===== src/rtl/cpu_pkg.sv =====
// Shared core definitions: branch condition codes, flag bit positions
// and the condition evaluator used by the fetch unit.
package cpu_pkg;

    typedef enum logic [3:0] {
        EQ = 4'h0, NE = 4'h1, CS = 4'h2, CC = 4'h3,
        MI = 4'h4, PL = 4'h5, VS = 4'h6, VC = 4'h7,
        HI = 4'h8, LS = 4'h9, GE = 4'hA, LT = 4'hB,
        GT = 4'hC, LE = 4'hD, AL = 4'hE, NV = 4'hF
    } cond_e;

    localparam int FLAG_N = 3;
    localparam int FLAG_Z = 2;
    localparam int FLAG_C = 1;
    localparam int FLAG_V = 0;

    function automatic logic cond_true(
        input logic [3:0] cc,
        input logic [3:0] f
    );
        logic n, z, c, v, r;
        n = f[FLAG_N];
        z = f[FLAG_Z];
        c = f[FLAG_C];
        v = f[FLAG_V];
        r = 1'b0;
        unique case (cond_e'(cc))
            EQ: r = z;
            NE: r = ~z;
            CS: r = c;
            CC: r = ~c;
            MI: r = n;
            PL: r = ~n;
            VS: r = v;
            VC: r = ~v;
            HI: r = c & ~z;
            LS: r = ~c | z;
            GE: r = (n == v);
            LT: r = (n != v);
            GT: r = ~z & (n == v);
            LE: r = z | (n != v);
            AL: r = 1'b1;
            NV: r = 1'b0;
        endcase
        return r;
    endfunction

endpackage


===== src/rtl/fetch_queue.sv =====
// Prefetch FIFO holding {pc, instruction} entries; flush clears it
// synchronously and wins over any push/pop in the same cycle.
module fetch_queue #(
    parameter int DEPTH = 4,
    parameter int W     = 62
) (
    input  logic                   clk,
    input  logic                   nreset,
    input  logic                   flush,
    input  logic                   push,
    input  logic [W-1:0]           wdata,
    input  logic                   pop,
    output logic [W-1:0]           rdata,
    output logic                   full,
    output logic                   empty,
    output logic [$clog2(DEPTH):0] count
);
    localparam int AW = $clog2(DEPTH);

    logic [W-1:0]  mem_q [DEPTH];
    logic [AW-1:0] rptr_q, rptr_d;
    logic [AW-1:0] wptr_q, wptr_d;
    logic [AW:0]   cnt_q, cnt_d;
    logic          do_push, do_pop;

    assign full  = (cnt_q == (AW+1)'(DEPTH));
    assign empty = (cnt_q == '0);
    assign count = cnt_q;
    assign rdata = mem_q[rptr_q];

    always_comb begin
        do_pop  = pop & ~empty;
        do_push = push & (~full | do_pop);
        rptr_d  = rptr_q + AW'(do_pop);
        wptr_d  = wptr_q + AW'(do_push);
        cnt_d   = cnt_q + (AW+1)'(do_push) - (AW+1)'(do_pop);
        if (flush) begin
            rptr_d = '0;
            wptr_d = '0;
            cnt_d  = '0;
        end
    end

    always_ff @(posedge clk or negedge nreset) begin
        if (!nreset) begin
            rptr_q <= '0;
            wptr_q <= '0;
            cnt_q  <= '0;
        end else begin
            rptr_q <= rptr_d;
            wptr_q <= wptr_d;
            cnt_q  <= cnt_d;
        end
    end

    always_ff @(posedge clk) begin
        if (do_push && !flush) mem_q[wptr_q] <= wdata;
    end

endmodule


===== src/rtl/instr_fetch_unit.sv =====
// Instruction fetch: issues in-order memory requests, queues responses
// and redirects on taken branches, dropping responses still in flight.
module instr_fetch_unit
    import cpu_pkg::*;
#(
    parameter int ADDR_W   = 30,
    parameter int DEPTH    = 4,
    parameter int OFFSET_W = 16
) (
    input  logic                clk,
    input  logic                nreset,
    input  logic                clk_en,
    output logic                imem_req,
    output logic [ADDR_W-1:0]   imem_a,
    input  logic                imem_gnt,
    input  logic                imem_rvalid,
    input  logic [31:0]         imem_rdata,
    output logic                instr_valid,
    output logic [31:0]         instr_data,
    output logic [ADDR_W-1:0]   instr_pc,
    input  logic                instr_ready,
    input  logic                br_valid,
    input  logic [3:0]          br_cond,
    input  logic                br_imm_mode,
    input  logic [ADDR_W-1:0]   br_pc,
    input  logic [OFFSET_W-1:0] br_offset,
    input  logic [ADDR_W-1:0]   br_target,
    input  logic [3:0]          flags,
    input  logic                halt,
    output logic                br_taken,
    output logic                halted
);
    localparam int CW = $clog2(DEPTH) + 1;
    localparam int EW = 32 + ADDR_W;

    logic [ADDR_W-1:0] pc_q, pc_d;
    logic [ADDR_W-1:0] rsp_pc_q, rsp_pc_d;
    logic [CW-1:0]     outst_q, outst_d;
    logic [CW-1:0]     disc_q, disc_d;
    logic [CW-1:0]     q_count;
    logic [CW:0]       inflight;
    logic [EW-1:0]     q_rdata;
    logic [ADDR_W-1:0] tgt;
    logic              q_full, q_empty;
    logic              take, grant, keep, deq;

    always_comb begin
        tgt = br_imm_mode ? br_pc + ADDR_W'($signed(br_offset)) : br_target;
        take = nreset & clk_en & br_valid & cond_true(br_cond, flags);
        inflight = {1'b0, q_count} + {1'b0, outst_q};
        imem_req = nreset & clk_en & ~halt & ~take & ~q_full
                 & (inflight < (CW+1)'(DEPTH));
        grant = imem_req & imem_gnt;
        // Responses are accepted regardless of clk_en; stale ones are dropped.
        keep = imem_rvalid & (disc_q == '0) & ~take;
        instr_valid = clk_en & ~q_empty;
        deq = instr_valid & instr_ready;
        br_taken = take;
        halted = nreset & halt & q_empty & (outst_q == '0);

        pc_d = pc_q;
        if (take) pc_d = tgt;
        else if (grant) pc_d = pc_q + 1'b1;

        rsp_pc_d = rsp_pc_q;
        if (take) rsp_pc_d = tgt;
        else if (keep) rsp_pc_d = rsp_pc_q + 1'b1;

        outst_d = outst_q + CW'(grant) - CW'(imem_rvalid);
        disc_d  = disc_q - CW'(imem_rvalid & (disc_q != '0));
        if (take) disc_d = outst_d;
    end

    always_ff @(posedge clk or negedge nreset) begin
        if (!nreset) begin
            pc_q     <= '0;
            rsp_pc_q <= '0;
            outst_q  <= '0;
            disc_q   <= '0;
        end else begin
            pc_q     <= pc_d;
            rsp_pc_q <= rsp_pc_d;
            outst_q  <= outst_d;
            disc_q   <= disc_d;
        end
    end

    fetch_queue #(
        .DEPTH (DEPTH),
        .W     (EW)
    ) u_queue (
        .clk   (clk),
        .nreset(nreset),
        .flush (take),
        .push  (keep),
        .wdata ({rsp_pc_q, imem_rdata}),
        .pop   (deq),
        .rdata (q_rdata),
        .full  (q_full),
        .empty (q_empty),
        .count (q_count)
    );

    assign imem_a     = pc_q;
    assign instr_data = q_rdata[31:0];
    assign instr_pc   = q_rdata[EW-1:32];

endmodule


===== config.mk =====
export PLATFORM = sky130hd
export DESIGN_NAME = instr_fetch_unit
export DESIGN_NICKNAME = d
export VERILOG_FILES = /design/src/rtl/cpu_pkg.sv /design/src/rtl/fetch_queue.sv /design/src/rtl/instr_fetch_unit.sv
export SDC_FILE = /design/constraint.sdc
export NUM_CORES = 1
export LEC_CHECK = 0
export CORE_UTILIZATION = 30
export DETAILED_ROUTE_END_ITERATION = 6
export GPL_TIMING_DRIVEN = 0
export PLACE_DENSITY_LB_ADDON = 0.3
export SYNTH_ARGS = -nofsm -noshare
export SYNTH_HDL_FRONTEND = slang
export SYNTH_SLANG_ARGS = --single-unit

===== constraint.sdc =====
create_clock -name clk -period 5.8 [get_ports clk]
set_clock_uncertainty 0.15 [all_clocks]
set_input_delay 1.16 -clock clk [delete_from_list [all_inputs] [get_ports clk]]
set_output_delay 1.16 -clock clk [all_outputs]
set_load 0.03 [all_outputs]

* After elaboration in Yosys (flattened, before gate mapping)
Memories as Yosys holds them, arrays and structs flattened.
Index checks and enable logic that the tools add are counted.
** Storage, ports and cells
- Word-level logic and storage cells :: 90
- Memory bits (writable) :: 248
- Bits of input ports :: 125
- Output and inout bits :: 96
- Memories :: 1
- Register bits after elaboration :: 73
** Cells by class
- Mux-type cells :: 12
- Add/subtract/negate cells :: 11
- Equality and inequality tests :: 18
- Bitwise gates (word level) :: 31
- $lt $le $gt $ge :: 1
- Reductions and logical operators :: 9
** Memory list
- u_queue.mem_q :: words 4, bits a word 62, rd ports 1, clocked after memory_dff 0, wr ports 1, line fetch_queue.sv:20 : logic [W-1:0] mem_q [DEPTH];
** Operator list (number)
- 2-to-1 mux 30 bit :: 5
- adder 30 x 1 -> 30 bit (second input constant) :: 2
- equality test 4 bit (second input constant) :: 8
- adder 30 bit :: 1
- AND 1 bit :: 20
- equality test 4 x 3 -> 1 bit (second input constant) :: 4
- one-hot mux 1 bit (16 select lines) :: 1
- zero test 3 bit :: 3
- subtractor 3 x 1 -> 3 bit :: 3
- equality test 4 x 2 -> 1 bit (second input constant) :: 2
- inverter 1 bit :: 8
- adder 3 x 1 -> 3 bit :: 2
- 2-to-1 mux 3 bit :: 2
- adder 2 x 1 -> 2 bit :: 2
- adder 3 x 3 -> 4 bit :: 1
- equality test 4 x 1 -> 1 bit (second input constant) :: 1
- zero test 4 bit :: 1
- < comparator 4 x 3 -> 1 bit (second input constant) :: 1
- 2-to-1 mux 2 bit :: 2
- nonzero test 2 bit :: 2
- equality test 3 bit (second input constant) :: 1
- OR 1 bit :: 3
- nonzero test 3 bit :: 1
- 2-to-1 mux 1 bit :: 2
- other kinds (4) :: 4

* Longest topological paths before layout
- Word-level depth :: 12
- Depth in mapped cells :: 17
- Depth with buffers taken out :: 14

* By module
Synthesis repeated with hierarchy kept, for this count alone.
** Unflattened totals
- Cell total of the unflattened synthesis :: 996
- Area total of the unflattened synthesis :: 14858.0 um2
** By module, submodules not included
- fetch_queue :: cells each 363, area an instance 9422.8 um2, instances 1
- instr_fetch_unit :: cells each 633, area an instance 5435.2 um2, instances 1

* Least setup slack after synthesis
No wires, ideal clock.
- Path kind :: input port to flip-flop
- From :: input port br_cond[1]
- To :: memory u_queue.mem_q[1][0], enable pin
- Setup time :: 0.571 ns
- Stages on the path :: 8
- Path buffers :: 2
- Data arrival time :: 7.028 ns
- Path slack :: -1.949 ns
- Cells stage by stage :: mux4_2 nand2b_1 a211o_1 and2_1 clkbuf_1 buf_2 nand2_1 nor3b_1
** On the way
- Cells in the longest elaborated chain, start to end :: 9
- Elaborated cells between the ends (all ways) :: 25
- Those cells by class :: eq/ne: 15; mux: 3; bitwise: 4; reduce/logical: 3
** RTL lines
- from (decl) :: line instr_fetch_unit.sv:23 : input logic [3:0] br_cond,
- equality test 4 bit, or another cell as far along :: line cpu_pkg.sv:27 : unique case (cond_e'(cc))
- one-hot mux 1 bit (16 select lines) (*) :: line cpu_pkg.sv:27
- AND 1 bit (*) :: line instr_fetch_unit.sv:49 : take = nreset & clk_en & br_valid & cond_true(br_cond, flags);
- inverter 1 bit :: line instr_fetch_unit.sv:55 : keep = imem_rvalid & (disc_q == '0) & ~take;
- AND 1 bit :: line instr_fetch_unit.sv:55
- AND 1 bit :: line fetch_queue.sv:33 : do_push = push & (~full | do_pop);
- logical AND 1 bit (*) :: line fetch_queue.sv:57 : if (do_push && !flush) mem_q[wptr_q] <= wdata;
- 2-to-1 mux 1 bit (*) :: line fetch_queue.sv:57
- 2-to-1 mux 1 bit (implied by the code) (*) :: line fetch_queue.sv:57
- to (decl) :: line fetch_queue.sv:20
Mark *: on every way between the ends. The rest lies on a longest branch, timed or not.

* Final worst setup path
- From :: input port br_cond[1]
- To :: output port imem_req
** On the way
- Cells in the longest elaborated chain, start to end :: 7
- Elaborated cells between the ends (all ways) :: 22
- Those cells by class :: eq/ne: 15; mux: 1; bitwise: 5; reduce/logical: 1
** RTL lines
- equality test 4 bit, or another cell as far along :: line cpu_pkg.sv:27
- one-hot mux 1 bit (16 select lines) (*) :: line cpu_pkg.sv:27
- AND 1 bit (*) :: line instr_fetch_unit.sv:49
- inverter 1 bit (*) :: line instr_fetch_unit.sv:51 : imem_req = nreset & clk_en & ~halt & ~take & ~q_full
- AND 1 bit (*) (2 in series) :: line instr_fetch_unit.sv:51
- AND 1 bit (*) :: line instr_fetch_unit.sv:52 : & (inflight < (CW+1)'(DEPTH));
- to (decl) :: line instr_fetch_unit.sv:13 : output logic imem_req,
Marks and branches as above.

==> flow_summary.toml <==
[routing]
drc = 0
postRouteAntennaNets = 0
finalWirelength_um = 37800
vias = 9493
drt_pass1_iterations = 5
routedWlPerCell_um = 18.8
drt-initial-drc-count = 570
viasPerCell = 4.72

[synth]
synth_area_leaders = "edfxtp_1 50%, dfrtp_1 12%, mux4_2 9.5%"
synth_area_um2 = 14900
yosysTopAreaCellShare = 0.500
synth_edf_count = 248
yosysSeqAreaShare = 0.622
synth_fp_nets = 1207
ys_types = 62
ys_ff_latch = 321
async_reset_ff_frac = 0.227
syn_inst = 1038
ys_warn_count = 0
synth_area_leader_cell = "edfxtp_1"
avgSynthCellArea_um2 = 14.4
synth_ff_type = "edfxtp_1"

[pwr]
power.share.switching = 0.345
p_leak_uw = 0.00663
clkPwrFrac = 0.258
power_switching_uw = 2910
p_int_uw = 5530
powerDensity_nw_per_um2 = 435
ir_drop_mv = 0.188
seq_power_share = 0.383
comb_power_share = 0.358

[clock_network]
htree_levels = 2
cts-buffers-inserted = 36
cts.sinks = 321
cts_tree = "yes"
insertion_delay_ps = 520
cts_max_path_buffers = 3
cts_root_buffer = "clkbuf_16"
post-cts-setup-buffer-count = 0
path_clk_slew_ps = 60

[global_route]
overflow = 0
grt_pass1_vias = 10000
grt_usage = 0.150
grt_max_degree = 55
antenna_found_initial = 0
grt_pass1_wl_um = 58100

[setup_path]
r2r_slack_ps = 2460
worst_setup_path_start_kind = "input port"
worstRegToRegCells = 13
critPathRequiredTime_ps = 4490
crit_path_end_kind = "output port"
r2r_start = "outst_q[2]$_DFF_PN0_"
worst_r2r_endpoint = "disc_q[2]$_DFF_PN0_"
critPathArrivalTime_ps = 4230
cp_max_fo = 16
critPathKind = "in2out"

[flow_run]
drv_cap = 0

[worst_hold_path]
hp-class = "in2async"

[floorplan]
core_area_um2 = 49000
io_pins = 221
fp-row-count = 81
die_y_um = 225
start_util = 0.304
die-width_um = 225
dieArea_um2 = 50600

[sta]
timing.hold.ws_ps = 418
max_freq_mhz = 180
finalSetupTns_ps = 0
worstMarginPinSlew_ps = 913
period_needed_ps = 5540
maxSlewHeadroom = 0.375
rsz0062_at_grt = "no"
hold_viol = 0
maxSlewViolCount = 0
setup_violations = 0
layout_worst_path_cycle_share = 0.956

[finish]
mostFrequentLayoutCell = "edfxtp_1"
drive_gt1_frac = 0.121
layout.nets = 1488
instances_no_fill = 2010
area_delta_synth_final_pct = 30.2
num_antenna_cells = 0
stdcell_area_um2 = 19400
final_cell_mix = "248 x edfxtp_1, 218 x clkdlybuf4s50_1, 84 x a21oi_1"
fin_util = 0.396

[placement]
gp_congestion = 0.861
io_buffers = 219
dpl.hpwl_um = 28700
dp.cells = 1946
dpl_cell_area_um2 = 18300

[outcome]
status = "completed"
[logic make-up after synthesis]
| family | share of synthesized area |
|---|---|
| flops | 0.622 |
| simple gates | 0.0920 |
| fa+ha+maj | 0.0385 |
| buf+inv | 0.0177 |
| compound gates | 0.0797 |
| mux | 0.0973 |
| xor+xnor | 0.0523 |
[metal layers]
metal	vias to the layer above	part of all wire	GRT usage
met5	-	0	0
met4	0	0.019	0.0364
met3	50	0.055	0.0315
met2	243	0.47	0.251
met1	4649	0.45	0.199
li1	4551	-	-
[power groups by stage]
stage	Sequential, uW	Combinational (uW)	Clock (uW)
final	3230	3020	2180
after global routing	3280	3260	2340
after CTS	3230	3090	2250
after detailed placement	3280	3080	0
after global placement	3280	3020	0
after floorplan	3320	1760	0
[cell type report]
type	count	area, um2
plain buffers	40	155
clock buffers	44	951
clock inverters	21	189
fillers	4622	29600
inverters	28	105
multi-input cells	648	5380
flip-flops and latches	321	9270
well taps	664	831
repair buffers	244	2510
[registers in the layout, summed over array words and instances, names as in the netlist]
register and count:
u_queue.mem_q 248, disc_q 3, u_queue.wptr_q 2, u_queue.count 3
imem_a 30, u_queue.rptr_q 2, outst_q 3, rsp_pc_q 30
[synthesized netlist by cell type (26+ instances only)]
master,number
xor2_1,44
o21ai_0,26
clkbuf_1,27
a21oi_1,84
nor2_1,65
inv_1,26
dfrtp_1,73
ha_1,41
mux4_2,63
xnor2_1,45
nand3_1,31
nand2_1,50
edfxtp_1,248
[how the worst max path moves through the flow]
stage                     depth (start not counted)                        endpoint       start  slack, ps
after floorplan                                   8   u_queue.mem_q[1][0]$_DFFE_PP_  br_cond[1]      -1950
after global placement                            8  u_queue.mem_q[1][28]$_DFFE_PP_      nreset      -9820
after detailed placement                          9                        br_taken  br_cond[1]       -120
after CTS                                         9                        imem_req  br_cond[1]        200
after global routing                              9                        imem_req  br_cond[1]        120
final                                             9                        imem_req  br_cond[1]        260
[per-stage QoR]
| step | setup slack [ps] | power (uW) |
|---|---|---|
| 2_1_floorplan | -1950 | 5090 |
| 3_3_place_gp | -9820 | 6300 |
| 3_5_place_dp | -119 | 6350 |
| 4_1_cts | 195 | 8570 |
| 5_1_grt | 120 | 8880 |
| 6_report | 256 | 8430 |
[critical path, stage by stage]
cell,delay (ps)
clkdlybuf4s50_1,540
mux4_2,520
nand2b_1,110
a211o_1,180
and2_1,170
clkbuf_1,410
inv_2,290
nor2_1,170
clkdlybuf4s50_1,680
[repair_timing]
action | CTS | global route
hold buffers | 0 | 0
setup endpoints to repair | 2 | 0
resized for setup | 0 | 0
Note: power is estimated with default switching activity, not from simulation.
